===== config.mk =====
export PLATFORM = sky130hd
export DESIGN_NAME = rs_latch_writer
export DESIGN_NICKNAME = d
export VERILOG_FILES = /design/src/rtl/rs_latch_writer.sv
export SDC_FILE = /design/constraint.sdc
export NUM_CORES = 1
export LEC_CHECK = 0
export ABC_CLOCK_PERIOD_IN_PS = 3000
export CAP_MARGIN = 30
export CORE_MARGIN = 1.5
export CORE_UTILIZATION = 40
export CTS_CLUSTER_SIZE = 20
export DETAILED_ROUTE_END_ITERATION = 12
export HOLD_SLACK_MARGIN = 0.08
export PLACE_DENSITY = 0.61
export SYNTH_ARGS = -nofsm -noshare
export SYNTH_HDL_FRONTEND = slang
export SYNTH_SLANG_ARGS = --single-unit
export TNS_END_PERCENT = 5

===== constraint.sdc =====
create_clock -name clk -period 3 [get_ports clk]
set_input_delay 0.6 -clock clk [delete_from_list [all_inputs] [get_ports clk]]
set_output_delay 0.6 -clock clk [all_outputs]
set_load 0.01 [all_outputs]

===== src/rtl/rs_latch_writer.sv =====
// Command-side sequencer for a gated RS NAND latch.
// Drives S/R around a timed EN pulse, then verifies Q/Qn.
module rs_latch_writer #(
  parameter int SETUP_CYC   = 1,
  parameter int PULSE_CYC   = 2,
  parameter int HOLD_CYC    = 1,
  parameter int TIMEOUT_CYC = 8
) (
  input  logic       clk,
  input  logic       rst_n,
  input  logic       req_valid,
  input  logic [1:0] req_op,
  output logic       req_ready,
  output logic       s_out,
  output logic       r_out,
  output logic       en_out,
  input  logic       q_in,
  input  logic       qn_in,
  output logic       done,
  output logic       err,
  output logic       q_sample
);

  localparam int M1 =
    SETUP_CYC > PULSE_CYC ? SETUP_CYC : PULSE_CYC;
  localparam int M2 =
    HOLD_CYC > TIMEOUT_CYC ? HOLD_CYC : TIMEOUT_CYC;
  localparam int MX = M1 > M2 ? M1 : M2;
  localparam int CW = $clog2(MX + 1);

  localparam logic [CW-1:0] SU_LAST =
    CW'(SETUP_CYC - 1);
  localparam logic [CW-1:0] PU_LAST =
    CW'(PULSE_CYC - 1);
  localparam logic [CW-1:0] HO_LAST =
    CW'(HOLD_CYC > 0 ? HOLD_CYC - 1 : 0);
  localparam logic [CW-1:0] TO_LAST =
    CW'(TIMEOUT_CYC - 1);

  typedef enum logic [2:0] {
    IDLE, SETUP, PULSE, HOLD, CHECK, FIN
  } state_t;

  state_t        state_q, state_d;
  logic [CW-1:0] cnt_q, cnt_d;
  logic          tgt_q, tgt_d;
  logic          s_q, s_d;
  logic          r_q, r_d;
  logic          en_q, en_d;
  logic          done_q, done_d;
  logic          err_q, err_d;
  logic          qs_q, qs_d;
  logic          rdy_q, rdy_d;

  always_comb begin
    state_d = state_q;
    cnt_d   = cnt_q;
    tgt_d   = tgt_q;
    s_d     = s_q;
    r_d     = r_q;
    en_d    = 1'b0;
    done_d  = 1'b0;
    err_d   = 1'b0;
    qs_d    = qs_q;
    unique case (state_q)
      IDLE: begin
        if (req_valid) begin
          cnt_d = '0;
          unique case (req_op)
            2'b01: begin
              s_d     = 1'b1;
              tgt_d   = 1'b1;
              state_d = SETUP;
            end
            2'b10: begin
              r_d     = 1'b1;
              tgt_d   = 1'b0;
              state_d = SETUP;
            end
            2'b00: begin
              tgt_d   = q_in;
              state_d = CHECK;
            end
            default: begin
              err_d   = 1'b1;
              qs_d    = q_in;
              state_d = FIN;
            end
          endcase
        end
      end
      SETUP: begin
        if (cnt_q == SU_LAST) begin
          cnt_d   = '0;
          en_d    = 1'b1;
          state_d = PULSE;
        end else begin
          cnt_d = cnt_q + 1'b1;
        end
      end
      PULSE: begin
        if (cnt_q == PU_LAST) begin
          cnt_d = '0;
          if (HOLD_CYC == 0) begin
            s_d     = 1'b0;
            r_d     = 1'b0;
            state_d = CHECK;
          end else begin
            state_d = HOLD;
          end
        end else begin
          cnt_d = cnt_q + 1'b1;
          en_d  = 1'b1;
        end
      end
      HOLD: begin
        if (cnt_q == HO_LAST) begin
          cnt_d   = '0;
          s_d     = 1'b0;
          r_d     = 1'b0;
          state_d = CHECK;
        end else begin
          cnt_d = cnt_q + 1'b1;
        end
      end
      CHECK: begin
        // A metastable or broken latch shows Q==Qn
        if (q_in == qn_in) begin
          err_d   = 1'b1;
          qs_d    = q_in;
          state_d = FIN;
        end else if (q_in == tgt_q) begin
          done_d  = 1'b1;
          qs_d    = q_in;
          state_d = FIN;
        end else if (cnt_q == TO_LAST) begin
          err_d   = 1'b1;
          qs_d    = q_in;
          state_d = FIN;
        end else begin
          cnt_d = cnt_q + 1'b1;
        end
      end
      FIN: begin
        cnt_d   = '0;
        state_d = IDLE;
      end
      default: state_d = IDLE;
    endcase
    rdy_d = (state_d == IDLE);
  end

  always_ff @(posedge clk) begin
    if (!rst_n) begin
      state_q <= IDLE;
      cnt_q   <= '0;
      tgt_q   <= 1'b0;
      s_q     <= 1'b0;
      r_q     <= 1'b0;
      en_q    <= 1'b0;
      done_q  <= 1'b0;
      err_q   <= 1'b0;
      qs_q    <= 1'b0;
      rdy_q   <= 1'b1;
    end else begin
      state_q <= state_d;
      cnt_q   <= cnt_d;
      tgt_q   <= tgt_d;
      s_q     <= s_d;
      r_q     <= r_d;
      en_q    <= en_d;
      done_q  <= done_d;
      err_q   <= err_d;
      qs_q    <= qs_d;
      rdy_q   <= rdy_d;
    end
  end

  always_ff @(posedge clk) begin
    if (rst_n) begin
      assert (!(s_q && r_q));
      assert (!(done_q && err_q));
    end
  end

  assign req_ready = rdy_q;
  assign s_out     = s_q;
  assign r_out     = r_q;
  assign en_out    = en_q;
  assign done      = done_q;
  assign err       = err_q;
  assign q_sample  = qs_q;

endmodule


==> results of run 1 <==
worst paths after layout:
| path | cells past startpoint | from | slack (ns) | end |
|---|---|---|---|---|
| max | 7 | req_op[1] | 1.15 | req_ready |
| min reg2reg | 2 | s_out | 0.48 | s_out |
| min | 2 | s_out | 0.48 | s_out |
| max reg2reg | 7 | cnt_q[0] | 1.45 | req_ready |
final cells by class:
cell class	instances	area, um^2
Inverter	5	18.8
Sequential cell	15	300
Timing Repair Buffer	14	138
Clock buffer	4	26.3
Multi-Input combinational cell	87	643
Fill cell	221	1140
Tap cell	28	35.0
worst max-delay path, cell delays in order:
cell and delay, ns:
clkdlybuf4s50_1 0.51, inv_1 0.08, ha_1 0.27, nor2b_1 0.04, o21ai_0 0.21, o21ai_1 0.12, o31ai_2 0.22
placed cells by master, fill, tap and decap left out, types with 2 or more instances in the layout:
cell type / instances
and2_1: 3
nand3_1: 2
a21oi_1: 4
nand2b_1: 2
dfxtp_1: 15
clkdlybuf4s50_1: 13
o211ai_1: 2
o22ai_1: 2
nor3b_2: 3
o21ai_0: 5
nand2_1: 11
mux2i_1: 2
o221ai_2: 2
nor2_1: 7
ha_1: 7
clkbuf_4: 3
a21boi_0: 2
nor2b_4: 2
inv_1: 5
nand3b_1: 3
nor2b_1: 5
o21ai_1: 3
flip-flops by register name (all words and copies together), names as in the netlist:
register,count
cnt_q,4
state_q,3
en_out,1
tgt_q,1
done,1
req_ready,1
err,1
r_out,1
s_out,1
q_sample,1
power groups by stage:
stage | clock network, mW | registers (mW) | logic [mW]
final | 0.118 | 0.292 | 0.352
after global routing | 0.132 | 0.299 | 0.394
after CTS | 0.123 | 0.292 | 0.356
after detailed placement | 0 | 0.296 | 0.354
after global placement | 0 | 0.296 | 0.349
after floorplan | 0 | 0.281 | 0.299
cell families after synthesis:
| group | share of synthesized area, % |
|---|---|
| multiplexers | 2.00 |
| buffers and inverters | 5.99 |
| adder cells (fa/ha/maj) | 8.73 |
| flip-flops | 29.9 |
| AO/OA/AOI/OAI | 19.7 |
| AND/OR/NAND/NOR | 32.8 |
| XOR/XNOR | 0.873 |
per-layer routing:
layer  GRT usage [%]  share of wire, %  vias up
met2            25.0                43       17
met3            5.93               5.0        2
met4            3.85              0.65        0
met1            20.7                52      362
li1                -                 -      417
met5               0                 0        -
per-stage QoR:
step,setup WS [ns],std cells,utilization [%]
after CTS,1.14,153,50.5
after global routing,1.02,153,50.5
after detailed placement,0.838,149,49.4
after floorplan,1.56,112,-
after global placement,0.899,149,49.4
final,1.15,153,50.5
==> impl_metrics.toml, run 1 <==
[drt]
wirelength_um = 1840
vias = 798
viasPerCell = 5.22
ant_nets = 0
first_pass_iters = 4
dr.first_iter.drc_count = 9
route.detailed.drc = 0
wl_per_cell_um = 12.0

[pwr]
leakage_nw = 0.450
power.density_nw_per_um2 = 656
p_int_mw = 0.467
p_seq_share_pct = 38.3
power.switching_mw = 0.295
netSwitchingFraction_pct = 38.7
ir_drop_mv = 0.390
totalPowerFinal_mw = 0.762
clock_power_share_pct = 15.5
comb_power_share_pct = 46.2

[logic_synthesis]
synth_cell_types = 42
yosysWarnings = 0
syn_nets = 126
synth_seq_area_share_pct = 29.9
synthArstFlopShare_pct = 0
yosys_register_bits = 15
synthMostInstantiatedCell = "dfxtp_1"
synth_top_area_cell = "dfxtp_1"
syn_inst = 112
ys_top_cells_by_count = "dfxtp_1, nand2_1, ha_1, nor2_1"
syn-cell-area_um2 = 1000
synth_top_area_share_pct = 29.9
synth_flop_cell = "dfxtp_1"
synth.avg_cell_area_um2 = 8.96
synthTopCellsByArea = "dfxtp_1, ha_1, nand2_1"
synth_edf_count = 0

[global_route]
grt_pass1_wl_um = 3260
track_usage_pct = 16.0
grt_max_degree = 20
grt_overflow = 0
grt_pass1_vias = 723
antenna_found_initial = 0

[worst_setup_path]
cp-end-kind = "flip-flop"
required_ns = 3.20
arrival_ns = 2.05
crit_path_start_kind = "input port"
worstPathMaxFanout = 3
critPathKind = "input port to flip-flop"

[clocking]
clock_latency_ns = 0.29
cts_max_level = 1
cts_resized = 0
clock_sinks = 15
root_buffer = "clkbuf_4"
cts_buffers = 3
holdBufCountCts = 0
cts_setup_buffers = 0
cts.path.max_buffers = 2
cts_tree = "yes"
clk_pin_slew_worst_paths_ns = 0.09

[finish]
area_growth_pct = 15.7
drive_above_1_share_pct = 15.2
final_area_um2 = 1160
insertedDiodeCount = 0
fin_nets = 140

[floorplanning]
initial_core_util_pct = 43.7
fp.dieW_um = 53.1
io_pins = 14
die-area_um2 = 2820
core_area_um2 = 2300
die_height_um = 53.1
rows = 17

[timing]
finalHoldViolCount = 0
setup_viol = 0
worst_pin_slew_ns = 0.450
clock.fmax_mhz = 541
clock_skew_ns = 0.00295
tns_ns = 0
slew-limit-headroom_pct = 69.9
slew_viol_final = 0
fin_crit_sh_pct = 61.6
period_minus_slack_ns = 1.85
worst_hold_slack_ns = 0.483
rsz0062_at_grt = "no"

[placed_design]
dpl-instance-area_um2 = 1130
port_buffers = 13
place_congestion = 0.758
post-dp-hpwl_um = 1420

[min_path]
min_path_type = "flip-flop to flip-flop"

[run]
cap_violations = 0

[outcome]
status = "finished clean"
Power figures use the tool's default switching activity.
==> run 2: changes to the inputs <==
--- a/config.mk
+++ b/config.mk
@@ -5,14 +5,14 @@
 export SDC_FILE = /design/constraint.sdc
 export NUM_CORES = 1
 export LEC_CHECK = 0
-export ABC_CLOCK_PERIOD_IN_PS = 3000
+export ABC_CLOCK_PERIOD_IN_PS = 1600
 export CAP_MARGIN = 30
 export CORE_MARGIN = 1.5
 export CORE_UTILIZATION = 40
 export CTS_CLUSTER_SIZE = 20
 export DETAILED_ROUTE_END_ITERATION = 12
 export HOLD_SLACK_MARGIN = 0.08
-export PLACE_DENSITY = 0.61
+export PLACE_DENSITY = 0.64
 export SYNTH_ARGS = -nofsm -noshare
 export SYNTH_HDL_FRONTEND = slang
 export SYNTH_SLANG_ARGS = --single-unit
==> constraint.sdc (replaced) <==
create_clock -name clk -period 1.6 [get_ports clk]
set_input_delay 0.32 -clock clk [delete_from_list [all_inputs] [get_ports clk]]
set_output_delay 0.32 -clock clk [all_outputs]
set_load 0.01 [all_outputs]
==> run 2 against run 1 <==
  * Sequential power rose by 82%
  * Worst hold slack lost 0.00082 ns
  * Sequential share of layout area fell by 1.6 points
  * Final cell count is 6.5% higher
  * Critical path type is now flip-flop to flip-flop
  * Register-to-register slack got worse by 1.4 ns
  * Global-route usage grew 0.87 points
  * Highest routed layer unchanged
  * Non-clock buffer count rose by 10
  * Clock power up 88%
  * Power up 99%
  * Utilization is 3.8 points higher
  * Clock skew rose by 0.0070 ns
  * Wire length increased by 11%
==> impl_metrics.toml, run 2 (synthesized netlist as in run 1, its figures left out) <==
[worst_setup_path]
worstPathMaxFanout = 4
cpLargestDelayFamily = "simple AND/OR/NAND/NOR gates"
path_cells = "inv_1 -> ha_1 -> nor3b_4 -> nor2b_1 -> o31a_4 -> nand2_4 -> o221ai_2"
rr_worst_depth = 7
path_buf_inv = 1
cp_num_cells = 7
required_ns = 1.78
crit_path_top_delay_cell = "dfxtp_2"
cpPeakStageDelay_ns = 0.35
cp-end-kind = "flip-flop"
crit_path_start_kind = "flip-flop"
arrival_ns = 1.71
critPathKind = "flip-flop to flip-flop"

[drt]
dr.first_iter.drc_count = 6
ant_nets = 0
route.detailed.drc = 0
vias = 832
wirelength_um = 2040
wl_per_cell_um = 12.5
viasPerCell = 5.10
first_pass_iters = 4

[timing]
setup_ws_ns = 0.0685
finalHoldViolCount = 0
clock_skew_ns = 0.00996
tns_ns = 0
worst_pin_slew_ns = 0.311
slew-limit-headroom_pct = 79.2
setup_viol = 0
fin_crit_sh_pct = 95.7
slew_viol_final = 0
period_minus_slack_ns = 1.53
clock.fmax_mhz = 653

[clocking]
cts_setup_buffers = 0
clock_latency_ns = 0.29
cts_max_level = 1
holdBufCountCts = 0
cts_tree = "yes"
root_buffer = "clkbuf_4"
clock_sinks = 15
cts.path.max_buffers = 2
cts_resized = 0
cts_buffers = 3
clk_pin_slew_worst_paths_ns = 0.10

[finish]
final_area_um2 = 1250
max_flop_register = "cnt_q"
drive_above_1_share_pct = 23.7
final_util_pct = 54.4
fin_nets = 150
reg.largest.list = "cnt_q: 4 flops, state_q: 3 flops"
largest_reg_flops = 4
mostFrequentLayoutCell = "dfxtp_1"
insertedDiodeCount = 0
area_growth_pct = 24.4
final_cell_mix = "dfxtp_1, clkdlybuf4s50_1, nand2_1, buf_4"

[floorplanning]
initial_core_util_pct = 43.7
io_pins = 14
rows = 17
die-area_um2 = 2820
fp.dieW_um = 53.1
core_area_um2 = 2300
die_height_um = 53.1

[pwr]
netSwitchingFraction_pct = 38.6
clock_power_share_pct = 14.7
leakage_nw = 0.510
p_seq_share_pct = 35.1
power.switching_mw = 0.584
comb_power_share_pct = 50.2
power.density_nw_per_um2 = 1210
p_int_mw = 0.929
ir_drop_mv = 0.722

[global_route]
grt_pass1_vias = 811
grt_pass1_wl_um = 3420
track_usage_pct = 16.8
grt_overflow = 0
antenna_found_initial = 0
grt_max_degree = 19

[outcome]
status = "finished clean"

[min_path]
hold_depth = 2
min_path_type = "flip-flop to flip-flop"

[placed_design]
port_buffers = 13
post-dp-hpwl_um = 1590
dpl-instance-area_um2 = 1210
place_congestion = 0.761
place_ws_ns = -0.223

[run]
cap_violations = 0
-- run 2: cell count changes in the layout (fill, tap and decap cells not counted), sizes merged --
cell	before	now
dlymetal6s2s	0	1
clkinv	0	1
buf	1	11
clkdlybuf4s50	13	12
clkbuf	4	3
-- run 2: per-layer routing --
metal	routed length, um	GRT usage [%]	share of wire, %	up-vias
met5	0	0	0	-
met4	14	3.85	0.69	0
met3	76	5.93	3.7	2
met2	943	28.5	46	14
met1	1000	20.2	49	383
li1	-	-	-	433
-- run 2: worst min-delay path: stages, from the launching register on --
cell     delay (ns)
dfxtp_1        0.34
a21oi_1        0.04
nor2_1         0.07
-- run 2: stage by stage --
stage	hold slack [ns]	power, mW	cells
after floorplan	0.476	1.09	112
after global placement	0.449	1.27	159
after detailed placement	0.465	1.28	159
after CTS	0.490	1.51	163
after global routing	0.516	1.62	163
final	0.482	1.51	163
-- run 2: path summary, 6_finish.rpt --
check	startpoint	endpoint	slack, ns
worst max register to register	cnt_q[1]	cnt_q[2]	0.07
worst min-delay path	r_out	r_out	0.48
worst min register to register	r_out	r_out	0.48
worst max-delay path	cnt_q[1]	cnt_q[2]	0.07
-- run 2: area by class of cell --
class / instances / area (um^2)
Tap cell: 28 / 35.0
Multi-Input combinational cell: 87 / 649
Sequential cell: 15 / 303
Inverter: 5 / 18.8
Timing Repair Buffer: 24 / 215
Clock buffer: 3 / 22.5
Clock inverter: 1 / 5.00
Fill cell: 219 / 1050
-- run 2: power groups by stage --
| stage | Sequential, mW | Clock, mW | Combinational [mW] |
|---|---|---|---|
| finish | 0.531 | 0.222 | 0.759 |
| global route | 0.543 | 0.253 | 0.824 |
| CTS | 0.528 | 0.235 | 0.749 |
| detailed placement | 0.537 | 0 | 0.746 |
| global placement | 0.535 | 0 | 0.731 |
| floorplan | 0.526 | 0 | 0.561 |
